**src/rtl/alu_issue_ctrl_pkg.sv**
```systemverilog
// Shared encodings for the EX-stage ALU issue controller: ALU Operation codes,
// ALUOp classes and the funct3 values the decoder recognises.
package alu_issue_ctrl_pkg;

    localparam logic [3:0] OP_AND  = 4'b0000;
    localparam logic [3:0] OP_OR   = 4'b0001;
    localparam logic [3:0] OP_ADD  = 4'b0010;
    localparam logic [3:0] OP_SUB  = 4'b0110;
    localparam logic [3:0] OP_SLT  = 4'b0111;
    localparam logic [3:0] OP_NOR  = 4'b1100;
    localparam logic [3:0] OP_NAND = 4'b1101;

    localparam logic [1:0] ALUOP_MEM    = 2'b00;
    localparam logic [1:0] ALUOP_BRANCH = 2'b01;
    localparam logic [1:0] ALUOP_RTYPE  = 2'b10;
    localparam logic [1:0] ALUOP_ITYPE  = 2'b11;

    localparam logic [2:0] F3_ADD = 3'b000;
    localparam logic [2:0] F3_SLT = 3'b010;
    localparam logic [2:0] F3_OR  = 3'b110;
    localparam logic [2:0] F3_AND = 3'b111;

    // Operations whose result is a two's-complement sum and can overflow.
    function automatic logic is_arith(input logic [3:0] op);
        return (op == OP_ADD) || (op == OP_SUB) || (op == OP_SLT);
    endfunction

endpackage

```
**src/rtl/alu_op_decode.sv**
```systemverilog
// Combinational ALUOp/funct decoder producing the ALU Operation code, the
// carry-in and an illegal flag for unsupported funct combinations.
module alu_op_decode
    import alu_issue_ctrl_pkg::*;
(
    input  logic [1:0] aluop,
    input  logic [2:0] funct3,
    input  logic       f7b5,
    output logic [3:0] operation,
    output logic       carry_in,
    output logic       illegal
);

    always_comb begin
        operation = OP_AND;
        illegal   = 1'b0;
        case (aluop)
            ALUOP_MEM:    operation = OP_ADD;
            ALUOP_BRANCH: operation = OP_SUB;
            default: begin
                case (funct3)
                    // f7b5 only distinguishes SUB for register-register forms
                    F3_ADD:  operation = (aluop == ALUOP_RTYPE && f7b5) ? OP_SUB : OP_ADD;
                    F3_AND:  operation = OP_AND;
                    F3_OR:   operation = OP_OR;
                    F3_SLT:  operation = OP_SLT;
                    default: illegal   = 1'b1;
                endcase
            end
        endcase
    end

    assign carry_in = (operation == OP_SUB) || (operation == OP_SLT);

endmodule

```
**src/rtl/alu_issue_ctrl.sv**
```systemverilog
// Two-stage issue controller for the EX-stage ALU: S1 drives the ALU operands,
// S2 captures the result and flags and hands them downstream.
module alu_issue_ctrl
    import alu_issue_ctrl_pkg::*;
#(
    parameter int N = 64
) (
    input  logic         clk,
    input  logic         rst,
    input  logic         in_valid,
    output logic         in_ready,
    input  logic [N-1:0] in_a,
    input  logic [N-1:0] in_b,
    input  logic [1:0]   in_aluop,
    input  logic [2:0]   in_funct3,
    input  logic         in_funct7b5,
    output logic [N-1:0] alu_a,
    output logic [N-1:0] alu_b,
    output logic [3:0]   alu_operation,
    output logic         alu_carry_in,
    input  logic [N-1:0] alu_result,
    input  logic         alu_carry_out,
    output logic         out_valid,
    input  logic         out_ready,
    output logic [N-1:0] out_result,
    output logic         out_zero,
    output logic         out_overflow,
    output logic         out_illegal
);

    logic       s1_valid;
    logic       s1_illegal;
    logic       s1_adv;
    logic       s1_load;
    logic [3:0] dec_operation;
    logic       dec_carry_in;
    logic       dec_illegal;

    // Overflow is derived from operand/result signs, so carry-out is not needed.
    logic unused_carry_out;
    assign unused_carry_out = alu_carry_out;

    alu_op_decode u_decode (
        .aluop     (in_aluop),
        .funct3    (in_funct3),
        .f7b5      (in_funct7b5),
        .operation (dec_operation),
        .carry_in  (dec_carry_in),
        .illegal   (dec_illegal)
    );

    assign s1_adv   = s1_valid && (!out_valid || out_ready);
    assign in_ready = !s1_valid || s1_adv;
    assign s1_load  = in_valid && in_ready;

    always_ff @(posedge clk) begin
        if (rst) begin
            s1_valid      <= 1'b0;
            s1_illegal    <= 1'b0;
            alu_a         <= '0;
            alu_b         <= '0;
            alu_operation <= OP_AND;
            alu_carry_in  <= 1'b0;
        end else if (s1_load) begin
            s1_valid      <= 1'b1;
            s1_illegal    <= dec_illegal;
            alu_a         <= in_a;
            alu_b         <= in_b;
            alu_operation <= dec_operation;
            alu_carry_in  <= dec_carry_in;
        end else if (s1_adv) begin
            s1_valid <= 1'b0;
        end
    end

    logic         b_eff_msb;
    logic         ovf;
    logic         slt;
    logic [N-1:0] result_next;

    // Only the sign bit of the effective (possibly inverted) B operand matters.
    assign b_eff_msb = alu_carry_in ^ alu_b[N-1];
    assign ovf = is_arith(alu_operation)
               && (alu_a[N-1] == b_eff_msb)
               && (alu_result[N-1] != alu_a[N-1]);
    assign slt = alu_result[N-1] ^ ovf;

    always_comb begin
        result_next = alu_result;
        if (alu_operation == OP_SLT) begin
            result_next = {{(N-1){1'b0}}, slt};
        end else if (s1_illegal) begin
            result_next = '0;
        end
    end

    always_ff @(posedge clk) begin
        if (rst) begin
            out_valid    <= 1'b0;
            out_result   <= '0;
            out_zero     <= 1'b0;
            out_overflow <= 1'b0;
            out_illegal  <= 1'b0;
        end else if (s1_adv) begin
            out_valid    <= 1'b1;
            out_result   <= result_next;
            out_zero     <= (result_next == '0);
            out_overflow <= ovf;
            out_illegal  <= s1_illegal;
        end else if (out_ready) begin
            out_valid <= 1'b0;
        end
    end

endmodule

```
**config.mk**
```make
export PLATFORM = sky130hd
export DESIGN_NAME = alu_issue_ctrl
export DESIGN_NICKNAME = d
export VERILOG_FILES = /design/src/rtl/alu_issue_ctrl_pkg.sv /design/src/rtl/alu_op_decode.sv /design/src/rtl/alu_issue_ctrl.sv
export SDC_FILE = /design/constraint.sdc
export NUM_CORES = 1
export LEC_CHECK = 0
export ABC_CLOCK_PERIOD_IN_PS = 3900
export CORE_AREA = 2 2 159 161
export CTS_BUF_LIST = sky130_fd_sc_hd__clkbuf_8
export CTS_CLUSTER_DIAMETER = 40
export DETAILED_ROUTE_END_ITERATION = 12
export DIE_AREA = 0 0 161 163
export GPL_ROUTABILITY_DRIVEN = 0
export GPL_TIMING_DRIVEN = 0
export SLEW_MARGIN = 40
export SYNTH_ARGS = -nofsm -noshare
export SYNTH_HDL_FRONTEND = slang
export SYNTH_SLANG_ARGS = --single-unit
export TNS_END_PERCENT = 30
```
**constraint.sdc**
```tcl
create_clock -name clk -period 3.9 [get_ports clk]
set_input_delay 0.585 -clock clk [delete_from_list [all_inputs] [get_ports clk]]
set_output_delay 0.585 -clock clk [all_outputs]
set_load 0.02 [all_outputs]
```
After elaboration in Yosys (flattened, before gate mapping). Index checks and enable logic that the tools add are counted. W data, S select, Z words.

Logic and storage cells: 55. Register bits after elaboration: 203. Input port bits: 203.

Eq/ne operators: 12. Bitwise logic cells: 2. Muxes and demuxes: 11. Reduce and logical (&&, ||, !) cells: 19.

Operators with widths (number): $mux W64 (2); $logic_not A64 Y1 (1); $eq A4 B3 Y1 const B (4); $pmux W4 S3 (1); $pmux W4 S2 (1); $eq A3 B3 Y1 const B (2); $mux W1 (6); $logic_and A1 B1 Y1 (5); $logic_or A1 B1 Y1 (5); $eq A4 B2 Y1 const B (1); $reduce_bool A2 Y1 (2); $reduce_or A4 Y1 (1); $eq A3 B2 Y1 const B (1); $logic_not A3 Y1 (1); $mux W3 (1); $eq A2 B1 Y1 const B (1); $eq A2 B2 Y1 const B (1); $logic_not A1 Y1 (2); $logic_not A2 Y1 (1); $reduce_or A2 Y1 (1); $xor A1 B1 Y1 (2); $eq A1 B1 Y1 (1); $ne A1 B1 Y1 (1).

Longest topological paths before layout.
Word-level depth: 8. Gate-level depth with buffers: 7. Gate-level depth less buffers: 4.

Cells and area by module. A second synthesis with hierarchy kept.

Cell total of the unflattened synthesis: 934. Area, all modules: 7375.8 um^2.

Modules (own cells, without submodules): alu_issue_ctrl (area an instance 7310.8 um^2, times used 1, cells each 922); alu_op_decode (area an instance 65.1 um^2, times used 1, cells each 12).

Worst setup path after synthesis. OpenSTA, ideal clock, no wires.

Kind: input-to-reg. From: input port out_ready. To: register alu_a[0]. Data arrival time: 1666 ps. Path slack: 2102 ps. Stages: 7. Buffers on the path: 3. Cells stage by stage: nand3b_1 -> and2_1 -> buf_2 -> buf_6 -> buf_2 -> nand2_1 -> a21oi_1.

Cells in the longest elaborated chain, start to end: 4.

Ends and longest elaborated chain: start, declared (RTL line alu_issue_ctrl.sv:24) `input logic out_ready,`; $logic_or A1 B1 Y1 (RTL line alu_issue_ctrl.sv:52) `assign s1_adv = s1_valid && (!out_valid || out_ready);`; $logic_and A1 B1 Y1 (RTL line alu_issue_ctrl.sv:52); $logic_or A1 B1 Y1 (RTL line alu_issue_ctrl.sv:53) `assign in_ready = !s1_valid || s1_adv;`; $logic_and A1 B1 Y1 (RTL line alu_issue_ctrl.sv:54) `assign s1_load = in_valid && in_ready;`; end signal, assigned (RTL line alu_issue_ctrl.sv:67) `alu_a <= in_a;`; end, declared (RTL line alu_issue_ctrl.sv:17) `output logic [N-1:0] alu_a,`.

No other way between the ends. A chain may end at the register's enable or synchronous reset.

Worst setup path in the final report.
From: input port out_ready. To: output port in_ready.

Cells in the longest elaborated chain, start to end: 3.

Ends and longest elaborated chain: $logic_or A1 B1 Y1 (RTL line alu_issue_ctrl.sv:52); $logic_and A1 B1 Y1 (RTL line alu_issue_ctrl.sv:52); $logic_or A1 B1 Y1 (RTL line alu_issue_ctrl.sv:53); end, declared (RTL line alu_issue_ctrl.sv:11) `output logic in_ready,`.

No other way between the ends.

==> results.py <==
metrics = {
    "power_and_ir_drop": {
        "ir_worst_vdd_mv": 0.256,
        "p_leak_uw": 0.00460,
        "power_density_nw_per_um2": 414,
    },
    "die": {
        "pin_count": 405,
        "core.rowCount": 58,
        "core-area_um2": 24700,
        "die_area_um2": 26200,
        "start_util_pct": 29.7,
        "fp.dieH_um": 163,
        "die_w_um": 161,
    },
    "grt": {
        "grt_max_degree": 11,
        "groute.usage.overall_pct": 22.2,
        "grt_pass1_wl_mm": 45.1,
        "antenna_found_initial": 4,
        "first_global_vias": 7941,
        "grt_overflow": 0,
    },
    "sta": {
        "worst_pin_slew_ns": 0.762,
        "setup_tns_ns": 0,
        "max_freq_mhz": 407,
        "drv_slew": 0,
        "rsz0062_at_grt": "no",
        "hold_viol_final": 0,
        "finalClockSkew_ns": 0.0131,
        "setup_viol": 0,
        "fin_ws_ns": 1.44,
        "fin_crit_ns": 2.46,
        "holdWs_ns": 0.448,
        "slew-limit-headroom_pct": 49.2,
        "fin_crit_sh_pct": 63.0,
    },
    "finish": {
        "area_delta_synth_final_pct": 70.5,
        "layout.nets": 1568,
        "fin_cells": 1715,
        "drive_above_1_share_pct": 6.58,
    },
    "clocking": {
        "cts_resized": 0,
        "cts_buffers": 38,
        "cts_root_buf": "clkbuf_8",
        "clkTransAtPathRegs_ns": 0.06,
        "clock-sinks": 202,
        "htreeDepth": 2,
        "post_cts_buffers": 0,
        "clock_path_buffers": 3,
        "clk_latency_ns": 0.51,
        "hold_buffers": 0,
        "cts_tree": "done",
    },
    "setup_path": {
        "path_buf_inv": 2,
        "arrival_ns": 1.87,
        "crit_path_max_incr_delay_ns": 0.65,
        "crit_top_cell": "clkdlybuf4s50_1",
        "end_kind": "output pin",
        "crit_required_ns": 3.31,
        "path_class": "in2out",
        "critPathTopFamily": "buffers and inverters",
        "critPathLaunchType": "input pin",
        "crit_slowest_cell": "clkdlybuf4s50_1",
        "path_cells": "clkdlybuf4s50_1 > nand3b_1 > clkdlybuf4s50_1",
        "cp_max_fo": 4,
    },
    "placement": {
        "dp.final_hpwl_mm": 23.4,
        "portBuffers": 402,
        "dp_cells": 1655,
        "pre_cts_slack_ns": 1.32,
    },
    "logic_synthesis": {
        "synth_ff_type": "dfxtp_1",
        "synth_most_common_cell": "nand2_1",
        "netlist_instances": 923,
        "synth_top_cell_by_area": "dfxtp_1",
        "yosys-top-cells-count": "329 x nand2_1, 202 x dfxtp_1, 197 x a21oi_1, 65 x nand3_1, 37 x clkbuf_1",
        "ys_ff_latch": 202,
        "synthTopCellsByArea": "dfxtp_1 55%, nand2_1 17%, a21oi_1 13%",
        "synth.distinct_cells": 35,
        "syn-mean-instance-area_um2": 7.93,
        "synth.top_cell.area_share_pct": 55.3,
        "ys_seq_area_share_pct": 55.3,
        "synth_edf_count": 0,
        "synthArstFlopShare_pct": 0,
        "synthesis.area_um2": 7320,
        "yosysWarningCount": 0,
        "syn_nets": 1126,
    },
    "routing": {
        "via_per_inst": 4.70,
        "drt_iter0_markers": 365,
        "routed_wl_mm": 30.4,
        "firstDrtPassIters": 4,
        "ant_nets": 0,
        "drc": 0,
        "route.vias.total": 8058,
        "wl_per_cell_um": 17.7,
    },
    "flow_run": {
        "cap_violations": 0,
    },
    "min_path": {
        "hp-class": "reg2reg",
    },
    "outcome": {
        "outcome": "completed",
    },
}
-- registers in the layout, indices dropped and copies added (netlist names) --
signal and cells:
out_zero 1, out_valid 1, s1_valid 1, out_result 64, s1_illegal 1, alu_operation 3, alu_a 64, out_illegal 1
out_overflow 1, alu_carry_in 1, alu_b 64
-- where the power goes --
| part | switching (uW) | internal, uW | leakage [uW] | total, uW |
|---|---|---|---|---|
| combinational | 460 | 455 | 0.00254 | 915 |
| sequential | 59.2 | 2180 | 0.00166 | 2240 |
| clock | 882 | 1130 | 0.000396 | 2010 |
| total | 1400 | 3760 | 0.00460 | 5170 |
-- layout make-up --
cell class | instances | area, um2
diodes | 1 | 2.50
flip-flops and latches | 202 | 4040
fillers | 2448 | 12200
multi-input cells | 644 | 2920
clock inverters | 16 | 126
repair buffers | 402 | 4020
well taps | 330 | 413
plain buffers | 74 | 339
clock buffers | 43 | 592
inverters | 3 | 11.3
-- routing by layer --
metal	wire (um)	part of all wire [%]	global-route usage (%)
met1	11400	38	23.7
met2	14600	48	39.1
met3	3250	11	9.12
met4	1100	3.6	9.13
met5	54	0.18	0
-- stage by stage --
stage	total power, uW	utilization (%)	cell area, um2
floorplan	2650	-	7320
global placement	3200	47.6	11800
detailed placement	3200	47.6	11800
CTS	5240	50.5	12500
global route	5410	50.5	12500
finish	5170	50.6	12500
-- layout by cell type, fill, tap and decap left out, types with 2 or more instances in the layout --
master           count
dfxtp_1            202
inv_1                8
o21ai_0              2
nor4_1              12
clkinv_2             8
buf_4                4
bufinv_16            2
a31oi_1              2
o2111ai_1            2
buf_2               25
and2_1               2
nand3_1             65
nor3b_1              3
clkbuf_8            43
nor4_2               4
clkbuf_1            37
nand4_1              4
nand2b_1             3
buf_1                6
clkdlybuf4s50_1    402
buf_6                2
a21oi_1            197
nor2_1               4
nand2_1            329
-- logic make-up after synthesis --
| kind of cell | share of synthesized area, % |
|---|---|
| xor+xnor | 0.120 |
| simple gates | 25.1 |
| buf+inv | 4.79 |
| other cells | 0.0513 |
| mux | 0.137 |
| flops | 55.3 |
| compound gates | 14.5 |
-- path summary, 6_finish.rpt --
check	cells past startpoint	from	slack (ns)	to
hold reg to reg	2	out_result[11]$_SDFFE_PP0P_	0.45	out_result[11]$_SDFFE_PP0P_
setup reg to reg	6	s1_valid$_SDFFE_PP0P_	2.18	alu_a[16]$_SDFFE_PP0P_
setup / recovery	3	out_ready	1.44	in_ready
hold / removal	2	out_result[11]$_SDFFE_PP0P_	0.45	out_result[11]$_SDFFE_PP0P_
-- tightest hold or removal path: stages (launching register included) --
cell and delay (ns):
dfxtp_1 0.30, nand2_1 0.05, a21oi_1 0.05
Note: power is estimated with default switching activity, not from simulation.
